--- config.mk ---
export PLATFORM = sky130hd
export DESIGN_NAME = keypad_scan_flat
export DESIGN_NICKNAME = d
export VERILOG_FILES = /design/src/rtl/keypad_scan_pkg.sv /design/src/rtl/keypad_scan_if.sv /design/src/rtl/keypad_scan_sync2.sv /design/src/rtl/keypad_scan.sv /design/src/flat_wrapper.sv
export SDC_FILE = /design/constraint.sdc
export NUM_CORES = 1
export LEC_CHECK = 0
export ABC_AREA = 1
export CAP_MARGIN = 20
export CORE_UTILIZATION = 45
export CTS_BUF_LIST = sky130_fd_sc_hd__clkbuf_8
export CTS_CLUSTER_DIAMETER = 30
export CTS_CLUSTER_SIZE = 8
export DETAILED_ROUTE_END_ITERATION = 8
export GPL_TIMING_DRIVEN = 1
export PLACE_DENSITY = 0.75
export SLEW_MARGIN = 20
export SYNTH_ARGS = -nofsm -noshare
export SYNTH_HDL_FRONTEND = slang
export SYNTH_SLANG_ARGS = --single-unit
--- constraint.sdc ---
create_clock -name clk -period 4.6 [get_ports clk]
set_input_delay 1.15 -clock clk [delete_from_list [all_inputs] [get_ports clk]]
set_output_delay 1.15 -clock clk [all_outputs]
set_load 0.05 [all_outputs]
--- src/rtl/keypad_scan_pkg.sv ---
// Shared definitions for the keypad scanner: state encoding, timing defaults
// and the recovery rule for unused state codes.
package keypad_scan_pkg;

   typedef enum logic [1:0] {
      SCAN     = 2'b00,
      DEBOUNCE = 2'b01,
      PRESSED  = 2'b10
   } scan_state_t;

   localparam int DEF_ROWS            = 4;
   localparam int DEF_COLS            = 4;
   localparam int DEF_SETTLE_CYCLES   = 4;
   localparam int DEF_DEBOUNCE_CYCLES = 16;

   // Any code outside the three legal states falls back to SCAN, so an upset
   // state register resumes scanning instead of locking up.
   function automatic scan_state_t legal_state(input scan_state_t s);
      case (s)
         SCAN, DEBOUNCE, PRESSED: return s;
         default:                 return SCAN;
      endcase
   endfunction

endpackage

--- src/rtl/keypad_scan_if.sv ---
// Pin-side bundle of the keypad scanner: row inputs, column drive and the
// decoded key report. The scanner owns the master side.
interface keypad_scan_if #(
   parameter int ROWS = 4,
   parameter int COLS = 4
);
   localparam int RW = $clog2(ROWS);
   localparam int CW = $clog2(COLS);

   logic [ROWS-1:0]  row_n;
   logic [COLS-1:0]  col_n;
   logic             key_valid;
   logic [RW+CW-1:0] key_code;
   logic             key_down;
   logic [CW-1:0]    scan_col;

   modport master (
      input  row_n,
      output col_n, key_valid, key_code, key_down, scan_col
   );

   modport slave (
      output row_n,
      input  col_n, key_valid, key_code, key_down, scan_col
   );
endinterface

--- src/rtl/keypad_scan_sync2.sv ---
// Two-flop synchroniser for a bus of independent slow inputs. Both stages
// reset to all ones, which is the idle level of active-low keypad rows.
module sync2 #(
   parameter int WIDTH = 4
) (
   input  logic             clk,
   input  logic             rst,
   input  logic [WIDTH-1:0] d,
   output logic [WIDTH-1:0] q
);

   logic [WIDTH-1:0] meta_q;

   // Two register stages, so metastability settles before q is used.
   always_ff @(posedge clk) begin
      // NOTE: non-blocking assignments make both stages sample old values on
      // the same edge; blocking ones would collapse the chain into one flop.
      if (rst) begin
         meta_q <= '1;
         q      <= '1;
      end else begin
         meta_q <= d;
         q      <= meta_q;
      end
   end

endmodule

--- src/rtl/keypad_scan.sv ---
// Active-low matrix keypad scanner. Walks one low column across the pad,
// debounces a press on the synchronised rows, reports it once as a key_valid
// pulse with {row, col}, then waits for a debounced release before scanning on.
module keypad_scan
   import keypad_scan_pkg::*;
#(
   parameter int ROWS            = DEF_ROWS,
   parameter int COLS            = DEF_COLS,
   parameter int SETTLE_CYCLES   = DEF_SETTLE_CYCLES,
   parameter int DEBOUNCE_CYCLES = DEF_DEBOUNCE_CYCLES
) (
   input  logic          clk,
   input  logic          rst,
   keypad_scan_if.master kp
);

   localparam int RW      = $clog2(ROWS);
   localparam int CW      = $clog2(COLS);
   localparam int CNT_MAX = (SETTLE_CYCLES > DEBOUNCE_CYCLES) ? SETTLE_CYCLES : DEBOUNCE_CYCLES;
   localparam int CNT_W   = $clog2(CNT_MAX + 1);

   localparam logic [CNT_W-1:0] SETTLE_LAST   = CNT_W'(SETTLE_CYCLES - 1);
   localparam logic [CNT_W-1:0] DEBOUNCE_LAST = CNT_W'(DEBOUNCE_CYCLES - 1);
   localparam logic [CW-1:0]    COL_LAST      = CW'(COLS - 1);

   logic [ROWS-1:0]  row_s;

   scan_state_t      state_q,     state_nxt;
   logic [CNT_W-1:0] cnt_q,       cnt_nxt;
   logic [CW-1:0]    col_q,       col_nxt;
   logic [ROWS-1:0]  cand_q,      cand_nxt;
   logic [COLS-1:0]  col_n_q;
   logic             key_valid_q, key_valid_nxt;
   logic [RW+CW-1:0] key_code_q,  key_code_nxt;
   logic             key_down_q,  key_down_nxt;

   logic             rows_idle;
   logic [RW-1:0]    low_row;
   logic [CW-1:0]    col_adv;

   sync2 #(.WIDTH(ROWS)) u_row_sync (
      .clk (clk),
      .rst (rst),
      .d   (kp.row_n),
      .q   (row_s)
   );

   assign rows_idle = &row_s;
   assign col_adv   = (col_q == COL_LAST) ? '0 : col_q + CW'(1);

   // Lowest-index low row of the candidate pattern; row 0 wins ties.
   always_comb begin
      low_row = '0;
      for (int r = ROWS - 1; r >= 0; r--) begin
         if (!cand_q[r]) low_row = RW'(r);
      end
   end

   // Next-state and next-output logic for the scan/debounce/hold sequence.
   always_comb begin
      // NOTE: every signal gets a default before the case, so no path leaves
      // one unassigned and no latch is inferred.
      state_nxt     = state_q;
      cnt_nxt       = cnt_q;
      col_nxt       = col_q;
      cand_nxt      = cand_q;
      key_valid_nxt = 1'b0;
      key_code_nxt  = key_code_q;
      key_down_nxt  = key_down_q;

      case (legal_state(state_q))
         SCAN: begin
            if (cnt_q == SETTLE_LAST) begin
               cnt_nxt = '0;
               if (rows_idle) begin
                  col_nxt = col_adv;
               end else begin
                  cand_nxt  = row_s;
                  state_nxt = DEBOUNCE;
               end
            end else begin
               cnt_nxt = cnt_q + CNT_W'(1);
            end
         end

         DEBOUNCE: begin
            if (row_s != cand_q) begin
               // Bounce: rescan this same column from the start.
               state_nxt = SCAN;
               cnt_nxt   = '0;
            end else if (cnt_q == DEBOUNCE_LAST) begin
               state_nxt     = PRESSED;
               cnt_nxt       = '0;
               key_valid_nxt = 1'b1;
               key_down_nxt  = 1'b1;
               key_code_nxt  = {low_row, col_q};
            end else begin
               cnt_nxt = cnt_q + CNT_W'(1);
            end
         end

         PRESSED: begin
            if (!rows_idle) begin
               cnt_nxt = '0;
            end else if (cnt_q == DEBOUNCE_LAST) begin
               state_nxt    = SCAN;
               cnt_nxt      = '0;
               key_down_nxt = 1'b0;
               col_nxt      = col_adv;
            end else begin
               cnt_nxt = cnt_q + CNT_W'(1);
            end
         end

         default: begin
            state_nxt = SCAN;
            cnt_nxt   = '0;
         end
      endcase
   end

   // State, counter, candidate and registered outputs.
   always_ff @(posedge clk) begin
      if (rst) begin
         state_q     <= SCAN;
         cnt_q       <= '0;
         col_q       <= '0;
         cand_q      <= '1;
         col_n_q     <= '1;
         key_valid_q <= 1'b0;
         key_code_q  <= '0;
         key_down_q  <= 1'b0;
      end else begin
         state_q     <= state_nxt;
         cnt_q       <= cnt_nxt;
         col_q       <= col_nxt;
         cand_q      <= cand_nxt;
         col_n_q     <= ~(COLS'(1) << col_nxt);
         key_valid_q <= key_valid_nxt;
         key_code_q  <= key_code_nxt;
         key_down_q  <= key_down_nxt;
      end
   end

   assign kp.col_n     = col_n_q;
   assign kp.key_valid = key_valid_q;
   assign kp.key_code  = key_code_q;
   assign kp.key_down  = key_down_q;
   assign kp.scan_col  = col_q;

endmodule

--- src/flat_wrapper.sv ---
// flat-port wrapper written by rule: the top's interface ports become plain ports
module keypad_scan_flat import keypad_scan_pkg::*;
#(
   parameter int ROWS            = DEF_ROWS,
   parameter int COLS            = DEF_COLS,
   parameter int SETTLE_CYCLES   = DEF_SETTLE_CYCLES,
   parameter int DEBOUNCE_CYCLES = DEF_DEBOUNCE_CYCLES
)
  (clk, rst, kp_row_n, kp_col_n, kp_key_valid, kp_key_code, kp_key_down, kp_scan_col);
  keypad_scan_if #(.ROWS(ROWS), .COLS(COLS)) kp_i ();
  input  logic clk;
  input  logic rst;
  input wire logic [$bits(kp_i.row_n)-1:0] kp_row_n;
  output wire logic [$bits(kp_i.col_n)-1:0] kp_col_n;
  output wire logic [$bits(kp_i.key_valid)-1:0] kp_key_valid;
  output wire logic [$bits(kp_i.key_code)-1:0] kp_key_code;
  output wire logic [$bits(kp_i.key_down)-1:0] kp_key_down;
  output wire logic [$bits(kp_i.scan_col)-1:0] kp_scan_col;
  assign kp_i.row_n = kp_row_n;
  assign kp_col_n = kp_i.col_n;
  assign kp_key_valid = kp_i.key_valid;
  assign kp_key_code = kp_i.key_code;
  assign kp_key_down = kp_i.key_down;
  assign kp_scan_col = kp_i.scan_col;
  keypad_scan #(.ROWS(ROWS), .COLS(COLS), .SETTLE_CYCLES(SETTLE_CYCLES), .DEBOUNCE_CYCLES(DEBOUNCE_CYCLES)) u_core (.clk(clk), .rst(rst), .kp(kp_i));
endmodule
# After elaboration in Yosys (flattened, before gate mapping)
# Cells that the tools add are included.
# Widths: inputs -> output; s select.
# totals
reg_bits,31
in_bits,6
output_inout_bits,12
elab_cells,71
# op_classes
add_sub_neg,2
eq_ne,15
n_shift,1
mux,29
bitwise,4
reduce_logical,10
# ops
op,n
$mux 2,16
$mux 5,4
$pmux 5 s3,1
$reduce_and 5->1,2
$ne 2x1->1 const B,4
$eq 2x2->1 const B,3
$pmux 2 s3,1
$reduce_and 3->1,2
$reduce_or 3->1,2
$add 5x1->5 const B,1
$eq 5x2->1 const B,1
$eq 5x4->1 const B,1
$mux 1,5
$eq 2x1->1 const B,2
$logic_not 2->1,2
$ne 2x2->1 const B,2
$ne 4x4->1,1
$not 4->4,1
$pmux 2 s2,1
$reduce_and 4->1,1
$shl 1x2->4 const A,1
$ne 3x1->1 const B,1
$not 1->1,3
$add 2x1->2 const B,1
2 further kinds,2

# Longest topological paths before layout
# depth
ltp_word,7
depth_mapped,11
depth_no_buf,11

# By module
# Synthesis repeated with hierarchy kept, for this count alone.
# hier_totals
hier_cells,216
hier_area_um2,1556.5
# by_module_without_submodules
module,n_inst,cells_each,area_each_um2,seq_area_each_um2
keypad_scan,1,191,1332.5,460.4
sync2,1,25,224.0,160.2

# Worst setup path after synthesis
# OpenSTA, ideal clock, no wires.
# synth_timing
path_type,register -> output
start,"reg u_core.col_q[0], in the netlist u_core.kp.scan_col[0]"
end,out kp_scan_col[0]
arrival_time_ps,651
required_ps,3450
path_slack_ps,2799
path_stages_with_launch,1
n_path_buf,0
cell_sequence,dfxtp_1
# synth_lines
item,line,rtl
start: declaration,keypad_scan.sv:30,"logic [CW-1:0] col_q, col_nxt;"
start signal: assignment,keypad_scan.sv:136,col_q <= col_nxt;
end: declaration,flat_wrapper.sv:18,output wire logic [$bits(kp_i.scan_col)-1:0] kp_scan_col;
# No word-level cell between the ends.

# Worst setup path in the final report
# layout_timing
start,"reg u_core.col_q[0], in the netlist u_core.kp.scan_col[0]"
end,out kp_scan_col[0]
# No word-level cell between the ends.

==> results summary <==
The flow ran to the end, and the final reports show no timing, DRC or antenna violations. The slew at the pin with the worst max-slew slack is 589 ps. Summed over all instances, the cell type with the most area after synthesis is dfxtp_1.

The number of rows in the core area came out at 20. By area the synthesized netlist is led by dfxtp_1, nand2_1, ha_1. The share of total power dissipated in combinational logic is a little over an eighth. The arrival time at the worst endpoint came out at about 1500 ps. The HPWL reported at the end of detailed placement came out at 1690 um.

The synthesized net count is between 150 and 200. The hold buffer count at cts came out at 0. The number of flops mapped to enable cells by yosys is 0. The portion of total power attributed to sequential cells is a little over two fifths. The areal power density over the cells came out at just under 400 nW/um2. The depth of the worst register-to-register path came out at 11. By instance count, the leading cell after synthesis is nand2_1. The post-synthesis register bit count is 31. The initial detailed-routing violation count is 23.

The post-CTS setup repair buffer count is 0. The post-route fraction of the period consumed by the critical path came out at between 50% and 60%. The worst slack after detailed placement came out at around 1900 ps.

The max-capacitance violation count is 0. The largest individual stage delay along the critical path comes from the cell clkdlybuf4s50_1. The post-route antenna net violation count came out at 0.

The total I/O pin count is 18. In this run the static leakage power is 0.000796 uW. The wire length per cell is slightly above 9 um. The DRC violation count after routing came out at 0. The global-route total usage across every layer is between 15 and 20%. The routed design has between 2000 and 2500 um of wire.

Sorting the synthesized cells by how often they occur yields nand2_1, dfxtp_1, inv_1. The worst clock skew came out at between 6 and 7 ps. The hold violation total from the final report came to 0. On the worst path, the slowest cell contributes a delay of ~830 ps. The average instance area after synthesis is 7.92 um2. The pin count of the biggest net entering global routing came out at 17.

The initial utilization of the core area, before any placement, comes to about 47%. The count of cell types in the netlist is 26. The worst hold path depth came out at 1. The post-layout worst setup margin came out at 1950 ps.

The final antenna diode count came out at 0. The number of clock sinks came out at 31. Traced cell by cell, the critical path runs through clkdlybuf4s50_1. After layout, the minimum clock period comes to 2650 ps. In this run the number of H-tree levels came out at 2.

The maximum achievable frequency is ~0.38 GHz. The final count of pins violating max slew came to 0. The clock latency of the later-clocked register in the worst-skew pair is between 200 and 300 ps. The area of the placeable core came out at slightly above 3000 um2. The number of global-route vias before repair is 982. TritonCTS created 5 clock buffers.

Setup repair after global routing left no endpoint under its margin. The detailed router placed 1121 vias in this run. The critical path's top delay family is buffers and inverters. The required time of the critical path came out at between 3000 and 4000 ps. The number of synthesis warnings came out at 0. The initial antenna violation count is 0. Measured along the y axis, the die boundary spans approximately 58 um. TritonCTS built the clock tree. Counting both buffers and inverters, the worst setup path holds a total of 1. The weighted congestion at the end of routability-driven global placement is 0.760. After global routing the overflow that remains totals 0. The share of total power in the clock network came out at between 40% and 50%. The async set-or-reset flop fraction in the synthesized netlist came out at 0%. STA classifies the critical path startpoint as a flip-flop. The number of nets in the layout is about 220.

The instance count on the critical path is 1. Setup violations remaining at the end of the flow were counted as 0. The kind of end point of the critical path is a primary output. Along the worst path, the maximum fanout reaches 5. The reported net switching power is about 160 uW. Among all flip-flop cells after synthesis, the most frequent one is dfxtp_1. Input and output buffers added on the ports amount to 17. The number of instances resized during post-cts repair came out at 0. The via count normalized by instance count came out at around 4.5. The detailed-router iteration count before antenna repair came out at 4. The die area came out at 3400 um2. The total negative slack is 0 ps. The cell area that synthesis handed to floorplanning was approximately 1400 um2.

Synthesis produced 180 cells. The maximum number of buffers from clock root to sink came out at 2. The fraction of layout instances using a drive strength above 1 is between 15 and 20%. The register area share after synthesis came out at 43.5%.

Measured against its own limit, the worst slew margin works out to between 60 and 70%. The top-area cell type share of the netlist area came out at between 40% and 50%. The tree is rooted in a clkbuf_8. The peak supply drop is 236 uV. The area added between synthesis and finish is 24.6%. The internal power is between 500 and 600 uW. In this run the horizontal extent of the chip is 58.3 um. The classification of the worst setup path is flip-flop to primary output. After clock tree synthesis, the clock-pin slew on the worst setup and hold paths is 70 ps.

In this run the worst hold path is classified as flip-flop to flip-flop. The first global-routing pass estimated around 4000 um of wire. Of the total power, the share spent switching nets is a little under a quarter.
## sequential cells by signal, indices dropped and copies added (netlist names)
name	count
u_core.cand_q	4
u_core.cnt_q	5
u_core.kp.col_n	4
u_core.kp.key_code	4
u_core.kp.key_down	1
u_core.kp.key_valid	1
u_core.kp.scan_col	2
u_core.state_q	2
u_core.u_row_sync.meta_q	4
u_core.u_row_sync.q	4
## placed cells by master, fill, tap and decap left out, types with 4 or more instances in the layout
master | synthesis | layout
nand2_1 | 40 | 40
dfxtp_1 | 31 | 31
inv_1 | 25 | 26
clkdlybuf4s50_1 | 0 | 17
nor2_1 | 13 | 13
ha_1 | 9 | 9
or2_2 | 8 | 8
nand3_1 | 8 | 8
a21oi_1 | 6 | 6
o21ai_0 | 5 | 5
nand2_2 | 5 | 5
clkbuf_8 | 0 | 5
nand4_1 | 4 | 4
o211ai_1 | 4 | 4
nor2_2 | 4 | 4
## final timing paths
kind	slack [ps]	to	from
worst max-delay path	1950	kp_scan_col[0]	u_core.kp.scan_col[0]$_SDFF_PP0_
worst min-delay path	410	u_core.u_row_sync.q[3]$_SDFF_PP1_	u_core.u_row_sync.meta_q[3]$_SDFF_PP1_
worst max register to register	2680	u_core.kp.col_n[0]$_SDFF_PP1_	u_core.cnt_q[0]$_SDFF_PP0_
worst min register to register	410	u_core.u_row_sync.q[3]$_SDFF_PP1_	u_core.u_row_sync.meta_q[3]$_SDFF_PP1_
## cells by family after synthesis
family,count (synthesis),synth area share (%)
buffers and inverters,30,8.25
DFF,31,43.5
and+or+nand+nor,89,30.5
AOI/OAI and AO/OA,19,8.60
xor gates and xnor gates,2,1.23
adders and majority gates,9,7.89
## final cells by class
| type | instances | area, um2 |
|---|---|---|
| multi-input cells | 119 | 688 |
| clock inverters | 3 | 63.8 |
| fillers | 279 | 1250 |
| clock buffers | 5 | 68.8 |
| inverters | 28 | 110 |
| flip-flops and latches | 31 | 621 |
| well taps | 44 | 55.1 |
| repair buffers | 17 | 170 |
## power groups by stage
stage | sequential [uW] | combinational [uW] | clock (uW)
detailed placement | 299 | 93.8 | 0
CTS | 294 | 94.8 | 312
floorplan | 309 | 59.7 | 0
global placement | 299 | 92.1 | 0
finish | 293 | 93.9 | 309
global route | 296 | 105 | 324
## layer usage
| layer | global-route usage [%] | wire length, um |
|---|---|---|
| met1 | 19.3 | 1130 |
| met2 | 25.6 | 1040 |
| met3 | 5.93 | 88 |
| met4 | 5.10 | 27 |
| met5 | 0 | 0 |
## through the flow
step | utilization [%] | instances | hold WS (ps) | power (uW) | area (um2)
floorplan | - | 180 | 389 | 369 | 1430
global placement | 54.3 | 239 | 391 | 391 | 1640
detailed placement | 54.3 | 239 | 393 | 393 | 1640
CTS | 58.7 | 247 | 408 | 700 | 1780
global route | 58.7 | 247 | 427 | 725 | 1780
finish | 58.7 | 247 | 408 | 696 | 1780
Power figures use the tool's default switching activity.
